$ cat src/rtl/ball_motion.sv
`default_nettype none
// ============================================================================
// Module      : ball_motion
// Description : Pong ball kinematics. Holds ball position, direction and
//               speed; steps once per frame tick through the serve / play /
//               score-hold sequence and emits one-cycle score pulses.
// Revision    : 1.0 - initial release
// ============================================================================
module ball_motion #(
    parameter int TABLE_TOP    = 16,
    parameter int TABLE_BOTTOM = 464,
    parameter int BALL_VSIZE   = 8,
    parameter int START_H      = 316,
    parameter int START_V      = 236,
    parameter int INIT_SPEED   = 2,
    parameter int MAX_SPEED    = 8,
    parameter int V_STEP       = 1,
    parameter int SCORE_HOLD   = 60
) (
    input  logic        clk,
    input  logic        rst,
    input  logic        tick,
    input  logic        serve,
    input  logic        coll_paddle,
    input  logic        coll_wall,
    output logic [10:0] ball_h,
    output logic [10:0] ball_v,
    output logic        ball_dir,
    output logic [3:0]  ball_speed,
    output logic        in_play,
    output logic        score_left,
    output logic        score_right
);

    localparam int CNT_W = (SCORE_HOLD > 1) ? $clog2(SCORE_HOLD) : 1;

    localparam logic        DIR_LEFT   = 1'b0;
    localparam logic        DIR_RIGHT  = 1'b1;
    localparam logic [10:0] START_H_L  = 11'(START_H);
    localparam logic [10:0] START_V_L  = 11'(START_V);
    localparam logic [3:0]  INIT_SPD_L = 4'(INIT_SPEED);
    localparam logic [3:0]  MAX_SPD_L  = 4'(MAX_SPEED);
    localparam logic [11:0] V_STEP_L   = 12'(V_STEP);
    localparam logic [11:0] TOP_L      = 12'(TABLE_TOP);
    localparam logic [11:0] BOTTOM_L   = 12'(TABLE_BOTTOM);
    localparam logic [11:0] VSIZE_L    = 12'(BALL_VSIZE);
    localparam logic [10:0] V_LOW_L    = 11'(TABLE_BOTTOM - BALL_VSIZE);
    localparam logic [CNT_W-1:0] HOLD_LAST = CNT_W'(SCORE_HOLD - 1);

    typedef enum logic [1:0] {
        ST_SERVE = 2'd0,
        ST_PLAY  = 2'd1,
        ST_HOLD  = 2'd2
    } state_t;

    state_t             state, state_nxt;
    logic [10:0]        h_nxt, v_nxt;
    logic               dir_nxt;
    logic               v_up, v_up_nxt;
    logic [3:0]         spd_nxt;
    logic [CNT_W-1:0]   hold_cnt, cnt_nxt;
    logic               sl_nxt, sr_nxt;
    logic [11:0]        v_cand;

    // State register
    always_ff @(posedge clk or posedge rst) begin
        if (rst) state <= ST_SERVE;
        else     state <= state_nxt;
    end

    // Next-state and datapath decode; everything holds unless tick is high
    always_comb begin
        state_nxt = state;
        h_nxt     = ball_h;
        v_nxt     = ball_v;
        dir_nxt   = ball_dir;
        v_up_nxt  = v_up;
        spd_nxt   = ball_speed;
        cnt_nxt   = hold_cnt;
        sl_nxt    = 1'b0;
        sr_nxt    = 1'b0;
        v_cand    = '0;
        if (tick) begin
            case (state)
                ST_SERVE: begin
                    if (serve) state_nxt = ST_PLAY;
                end
                ST_PLAY: begin
                    if (coll_wall) begin
                        // Ball went out on the side it was travelling toward
                        if (ball_dir == DIR_RIGHT) sl_nxt = 1'b1;
                        else                       sr_nxt = 1'b1;
                        cnt_nxt   = '0;
                        state_nxt = ST_HOLD;
                    end else begin
                        if (coll_paddle) begin
                            dir_nxt = ~ball_dir;
                            spd_nxt = (ball_speed >= MAX_SPD_L) ? MAX_SPD_L
                                                                : ball_speed + 4'd1;
                        end else if (ball_dir == DIR_RIGHT) begin
                            h_nxt = ball_h + {7'd0, ball_speed};
                        end else begin
                            h_nxt = ball_h - {7'd0, ball_speed};
                        end
                        // Vertical step with top/bottom reflection
                        if (v_up) begin
                            v_cand = {1'b0, ball_v} - V_STEP_L;
                            if (v_cand <= TOP_L) begin
                                v_nxt    = TOP_L[10:0];
                                v_up_nxt = 1'b0;
                            end else begin
                                v_nxt = v_cand[10:0];
                            end
                        end else begin
                            v_cand = {1'b0, ball_v} + V_STEP_L;
                            if (v_cand + VSIZE_L >= BOTTOM_L) begin
                                v_nxt    = V_LOW_L;
                                v_up_nxt = 1'b1;
                            end else begin
                                v_nxt = v_cand[10:0];
                            end
                        end
                    end
                end
                ST_HOLD: begin
                    // ball_dir is untouched since the goal, so it already
                    // points at the player who conceded
                    if (hold_cnt == HOLD_LAST) begin
                        state_nxt = ST_SERVE;
                        h_nxt     = START_H_L;
                        v_nxt     = START_V_L;
                        spd_nxt   = INIT_SPD_L;
                    end else begin
                        cnt_nxt = hold_cnt + 1'b1;
                    end
                end
                default: state_nxt = ST_SERVE;
            endcase
        end
    end

    // Datapath and output registers
    always_ff @(posedge clk or posedge rst) begin
        if (rst) begin
            ball_h      <= START_H_L;
            ball_v      <= START_V_L;
            ball_dir    <= DIR_RIGHT;
            v_up        <= 1'b0;
            ball_speed  <= INIT_SPD_L;
            hold_cnt    <= '0;
            in_play     <= 1'b0;
            score_left  <= 1'b0;
            score_right <= 1'b0;
        end else begin
            ball_h      <= h_nxt;
            ball_v      <= v_nxt;
            ball_dir    <= dir_nxt;
            v_up        <= v_up_nxt;
            ball_speed  <= spd_nxt;
            hold_cnt    <= cnt_nxt;
            in_play     <= (state_nxt == ST_PLAY);
            score_left  <= sl_nxt;
            score_right <= sr_nxt;
        end
    end

endmodule
`default_nettype wire

$ cat config.mk
export PLATFORM = sky130hd
export DESIGN_NAME = ball_motion
export DESIGN_NICKNAME = d
export VERILOG_FILES = /design/src/rtl/ball_motion.sv
export SDC_FILE = /design/constraint.sdc
export NUM_CORES = 1
export LEC_CHECK = 0
export ABC_AREA = 0
export BUFFER_PORTS_ARGS = -buffer_cell sky130_fd_sc_hd__buf_4
export CAP_MARGIN = 20
export CORE_UTILIZATION = 40
export CTS_CLUSTER_DIAMETER = 150
export DETAILED_ROUTE_END_ITERATION = 10
export GPL_TIMING_DRIVEN = 0
export SETUP_SLACK_MARGIN = 0.2
export SYNTH_ARGS = -nofsm -noshare
export SYNTH_HDL_FRONTEND = slang
export SYNTH_SLANG_ARGS = --single-unit
$ cat constraint.sdc
create_clock -name clk -period 3.9 [get_ports clk]
set_input_delay 0.195 -clock clk [delete_from_list [all_inputs] [get_ports clk]]
set_output_delay 0.195 -clock clk [all_outputs]
set_load 0.01 [all_outputs]
==> run summary, run 1 <==
Clk slew on worst S/H paths -> 0.09 ns
Switching Share -> 0.448
CTS tree -> built
Sequential share of power -> 0.259
Syn avg cell area -> 8.01 um^2
Number of distinct library cells after synthesis -> 60
Initial antenna violation count -> 0
Int Pwr -> 1500 uW
Crit path capture type -> register
Placed cells -> 532
Vias in the first global route -> 2939
Largest net degree at the start of global routing -> 40
Yosys top cell area share -> 0.213
Relative slew slack -> 0.433
Synth Net Count -> 425
Clock power share -> 0.134
Design Power -> 2720 uW
Main area contributors after synthesis -> dfrtp_1 21%, dfstp_2 9.9%, ha_1 8.7%
Core ar. -> 7690 um^2
Period utilisation layout -> 0.804
Root Buffer -> clkbuf_8
Worst-path fanout max -> 10
Worst path cell trace -> clkbuf_1 > nand4_1 > nor3_1 > nand3_1 > o21a_1 > nor4_1 > mux2i_1 > nor2_1 > a221oi_1 > a211oi_1
Crit path kind -> register to register
Worst VDD drop -> 522 uV
Skew-Pair Late Insertion Delay -> 0.30 ns
Fin Setup TNS -> 0 ns
Gate power share -> 0.607
Via density -> 5.49
Final Max Slew Viols -> 0
Critical Path Max Stage Delay -> 0.53 ns
Synth Flop Type -> dfrtp_1
DR vias -> 2963
Most numerous cell in the Yosys netlist -> nand2_1
Final Hold Viols -> 0
Crit path time final -> 3.14 ns
Critical path depth -> 10
Die area -> 8290 um^2
Layout cells sized above 1 -> 0.176
Post-route ant nets -> 0
Final WL -> 8130 um
All-Layer GR Usage -> 0.211
Synth top cells by count -> 40 x nand2_1, 35 x nor2_1, 34 x a21oi_1
Setup bufs post-CTS -> 0
Sink Count -> 39
Reg2reg path depth -> 10
Synth area leader -> dfrtp_1
P&R area growth vs syn -> 15.8%
Number of port buffers -> 34
Starting Density -> 0.413
CP required -> 4.10 ns
CTS hold repair buffers -> 0
Area of the mapped netlist -> 3170 um^2
# rows -> 32
DP HPWL -> 5990 um
Max Clk Rate -> 319 MHz
Number of synthesized flops with an enable pin -> 0
Final setup fails -> 0
IO Pins -> 36
Async SR Flop Fraction -> 1.00
Net switching power -> 1220 uW
Inserted Clock Buffers -> 5
Average wire per standard cell -> 15.0 um
DRT iter0 DRCs -> 155
First-pass GRT wire length -> 14100 um
Outcome -> complete, no violations
Max clock buf depth -> 2
RSZ-0062 raised after global routing -> no
Chip Height -> 91.1 um
Worst-Margin Slew -> 0.849 ns
Synthesized flop and latch total -> 39
Arr. time, crit path -> 3.34 ns
Overflow after GRT -> 0
H-Tree Depth -> 2
Post-Syn Instances -> 396
Register area share after synthesis -> 0.312
Fin nets -> 466
MaxCap Viol Count -> 0
Min Hold Slack -> 0.0706 ns
CP delay by family, top -> simple AND/OR/NAND/NOR gates
DRC -> 0
Power density over cell area -> 740 nW/um^2
Post-CTS Resized -> 0
RePlAce Congestion -> 0.891
Chip width -> 91.1 um
Static Leak -> 0.00159 uW
HP Class -> input pin to async pin
Startpoint types -> register
Final Skew -> 0.00882 ns
Total number of yosys warnings -> 0
ANT cells -> 0
CP max stage cell -> dfstp_2
Final Non-Filler Cells -> 540
DRT Pass-1 Iters -> 4
WP buf/inv -> 1
Final Core Density -> 0.478
-- path summary, 6_finish.rpt --
kind	startpoint	to	slack, ns
worst max-delay path	ball_v[7]	ball_v[2]	0.76
worst min-delay path	rst	ball_v[4]	0.07
worst max register to register	ball_v[7]	ball_v[2]	0.76
worst min register to register	ball_h[10]	ball_h[10]	0.50
max in group asynchronous	rst	ball_speed[2]	3.29
min in group clk	coll_paddle	ball_dir	0.19
-- power by group through the flow --
| stage | registers, uW | logic [uW] | clock network, uW |
|---|---|---|---|
| floorplan | 720 | 1200 | 0 |
| global placement | 709 | 1620 | 0 |
| global route | 727 | 1890 | 394 |
| finish | 705 | 1650 | 365 |
| CTS | 706 | 1660 | 376 |
| detailed placement | 711 | 1650 | 0 |
-- sequential cells by signal (all words and copies together), names as in the netlist --
name / flops
ball_h: 11
score_right: 1
in_play: 1
hold_cnt: 6
ball_v: 11
score_left: 1
ball_speed: 4
v_up: 1
ball_dir: 1
state: 2
-- kinds of logic (layout without fill, tap and decap cells) --
group                    after synthesis  count (layout)  share of synthesized area
AND/OR/NAND/NOR                      147             147                      0.230
AO/OA/AOI/OAI                        114             114                      0.228
buffers and inverters                 46              88                     0.0591
flip-flops                            39              39                      0.312
adder cells (fa/ha/maj)               23              23                     0.0931
XOR/XNOR                              21              21                     0.0580
multiplexers                           6               6                     0.0197
-- routing by layer --
metal / vias to the layer above / routed length [um] / track usage
li1: 1489 / - / -
met5: - / 0 / 0
met4: 0 / 87 / 0.0582
met3: 8 / 305 / 0.0360
met1: 1400 / 3620 / 0.263
met2: 66 / 4110 / 0.374
-- final cells by class --
class | count | area, um^2
buffer | 19 | 86.3
clock buffer | 6 | 82.6
clock inverter | 2 | 35.0
fill | 826 | 4010
inverter | 27 | 101
multi-input combinational | 311 | 1990
sequential | 39 | 991
tap | 102 | 128
timing repair buffer | 34 | 255
-- layout by cell type (no fill, tap or decap), types with 3 or more instances in the layout --
| master | count |
|---|---|
| a211o_1 | 3 |
| a211oi_1 | 3 |
| a21o_1 | 4 |
| a21oi_1 | 34 |
| a22o_1 | 3 |
| a31oi_1 | 7 |
| and3_1 | 4 |
| buf_2 | 5 |
| buf_4 | 36 |
| clkbuf_1 | 11 |
| clkbuf_8 | 6 |
| dfrtp_1 | 27 |
| dfstp_2 | 12 |
| ha_1 | 22 |
| inv_1 | 26 |
| mux2i_1 | 4 |
| nand2_1 | 40 |
| nand2b_1 | 5 |
| nand3_1 | 18 |
| nand4b_1 | 3 |
| nor2_1 | 35 |
| nor2b_1 | 7 |
| nor3_1 | 14 |
| o211ai_1 | 3 |
| o21ai_0 | 29 |
| o31ai_1 | 5 |
| or2_2 | 3 |
| or3_1 | 3 |
| xnor2_1 | 14 |
| xor2_1 | 7 |
-- metrics by stage --
step	worst slack (ns)	area, um^2
after global routing	0.387	3670
after detailed placement	0.795	3560
after floorplan	1.04	3170
after CTS	0.776	3670
after global placement	0.844	3560
final	0.764	3670
Note: power is estimated with default switching activity, not from simulation.
==> inputs of run 2 (changes only) <==
Clock period 3.9 ns to 3 ns, I/O delays scaled along.
==> run 2 against run 1 <==
  * Global-route usage shrank 0.085 points
  * First-iteration DRC count grew 0.65%
  * Critical path type unchanged
  * Clock-buffer cell count grew 1
  * Cell area grew 8.5%
  * Clock power shrank 3%
  * Combinational power grew 61%
  * Critical path depth shrank 1
  * Largest cell class unchanged
  * Worst hold slack lost 0.044 ns
  * Core utilization grew 4.1 points
==> run summary, run 2 (synthesis gave the netlist of run 1 again) <==
Crit path time final -> 2.79 ns (-0.344 ns)
Skew-Pair Late Insertion Delay -> 0.29 ns (about the same)
# rows -> 32 (unchanged)
Critical Path Max Stage Delay -> 0.64 ns (+0.11 ns)
Largest net degree at the start of global routing -> 40 (unchanged)
HP Class -> input pin to async pin
Number of port buffers -> 34 (unchanged)
Core ar. -> 7690 um^2 (unchanged)
Worst slack at placement -> -0.0601 ns (-0.855 ns)
IO Pins -> 36 (unchanged)
Crit path from -> ball_v[3]
RePlAce Congestion -> 0.878 (-1.4%)
DRC -> 0 (unchanged)
DRT iter0 DRCs -> 156 (+0.65%)
Final Skew -> 0.00339 ns (-0.00543 ns)
Initial antenna violation count -> 0 (unchanged)
Arr. time, crit path -> 2.97 ns (-0.37 ns)
Period utilisation layout -> 0.931 (+0.126)
Final Hold Viols -> 0 (unchanged)
Worst setup path endpoint -> ball_v[4]
Fin nets -> 485 (+4.1%)
Crit path kind -> register to register
Most frequent cells in the layout -> 56 x buf_4, 39 x nand2_1, 34 x nor2_1
DP HPWL -> 5890 um (-1.6%)
Commonest non-fill, non-tap cell in the layout -> buf_4
Vias in the first global route -> 2892 (-1.6%)
Static Leak -> 0.00173 uW (+9.1%)
Post-route ant nets -> 0 (unchanged)
Chip Height -> 91.1 um (unchanged)
ANT cells -> 0 (unchanged)
CP max stage cell -> dfstp_2
Sink Count -> 39 (unchanged)
Post-route cell area -> 3990 um^2 (+8.5%)
Critical path depth -> 9 (-1)
Gr busiest metal -> met2
H-Tree Depth -> 2 (unchanged)
Chip width -> 91.1 um (unchanged)
Via density -> 5.53 (+0.71%)
Final Core Density -> 0.518 (+0.0405)
Final setup fails -> 0 (unchanged)
Starting Density -> 0.413 (unchanged)
Final setup margin -> 0.208 ns (-0.556 ns)
Biggest regs -> ball_h x11, ball_v x11, hold_cnt x6
Max Clk Rate -> 358 MHz (+12%)
Met2 global-route usage -> 0.357 (-0.0177)
Root Buffer -> clkbuf_8
RSZ-0062 raised after global routing -> yes
Power density over cell area -> 984 nW/um^2 (+33%)
Grt met3 use -> 0.0243 (-0.0117)
Design Power -> 3920 uW (+44%)
All-Layer GR Usage -> 0.210 (-0.000854)
R2R Path Start -> ball_v[3]
Worst-path fanout max -> 7 (-3)
Inserted Clock Buffers -> 5 (unchanged)
Worst R2R Setup Slack -> 0.21 ns (-0.56 ns)
P&R area growth vs syn -> 25.6%
Reg2reg path depth -> 9 (-1)
CP required -> 3.18 ns (-0.92 ns)
DP Area -> 3570 um^2 (+0.28%)
First-pass GRT wire length -> 14000 um (-0.69%)
Final Max Slew Viols -> 0 (unchanged)
CP delay by family, top -> compound AO/OA/AOI/OAI gates
Relative slew slack -> 0.442 (+0.00853)
WP buf/inv -> 0 (-1)
CTS tree -> built
Max clock buf depth -> 2 (unchanged)
M1 GR Usage -> 0.274 (+0.0116)
Average wire per standard cell -> 15.2 um (+1.2%)
Worst path cell trace -> and3_4 > nand4b_1 > a31oi_4 > or3b_1 > a211o_1 > a211oi_2 > a211o_2 > a211oi_2 > a211o_1
Multi-input combinational cell area -> 2170 um^2 (+8.8%)
Worst VDD drop -> 708 uV (+36%)
Die area -> 8290 um^2 (unchanged)
FF+latch area -> 992 um^2 (+0.13%)
Overflow after GRT -> 0 (unchanged)
Worst R2R End -> ball_v[4]
Clk slew on worst S/H paths -> 0.08 ns (about the same)
Final WL -> 8510 um (+4.8%)
DR vias -> 3089 (+4.3%)
DRT Pass-1 Iters -> 4 (unchanged)
Worst-Margin Slew -> 0.837 ns (-0.0128 ns)
Crit path capture type -> register
Fillers -> 752 (-9.0%)
Layout cells sized above 1 -> 0.278 (+0.102)
Startpoint types -> register
Outcome -> complete, no violations
MaxCap Viol Count -> 0 (unchanged)
run 2: layer usage:
metal	wire [um]	share of wire
met5	0	0
met4	167	0.020
met3	327	0.038
met2	4200	0.49
met1	3820	0.45
run 2: through the flow:
step	setup TNS, ns	instances	hold slack [ns]
finish	0	559	0.0261
global placement	-0.0212	532	0.458
global route	0	559	0.121
CTS	0	552	0.0542
detailed placement	-0.0971	532	0.380
floorplan	0	396	0.294
run 2: timing repair:
action,CTS,global route
pin swaps,8,11
setup endpoints to repair,16,15
hold endpoints to repair,0,0
setup buffers,12,7
resized for setup,18,40
hold buffers,0,0
run 2: how the worst min path moves through the flow:
stage	to	slack, ns	depth (start not counted)
6_report	ball_h[6]	0.03	2
5_1_grt	ball_v[4]	0.12	2
4_1_cts	ball_h[6]	0.05	2
3_5_place_dp	ball_h[7]	0.38	2
3_3_place_gp	ball_dir	0.46	3
2_1_floorplan	ball_dir	0.29	2
run 2: where the power goes:
group	switching (uW)	total, uW	internal (uW)
clock	190	354	164
sequential	187	918	731
combinational	1390	2650	1260
total	1770	3920	2150
run 2: area by class of cell:
type	count	area share
flip-flops and latches	39	0.249
repair buffers	53	0.0998
clock buffers	7	0.0192
clock inverters	1	0.00126
well taps	102	0.0320
multi-input cells	311	0.544
plain buffers	19	0.0289
inverters	27	0.0254
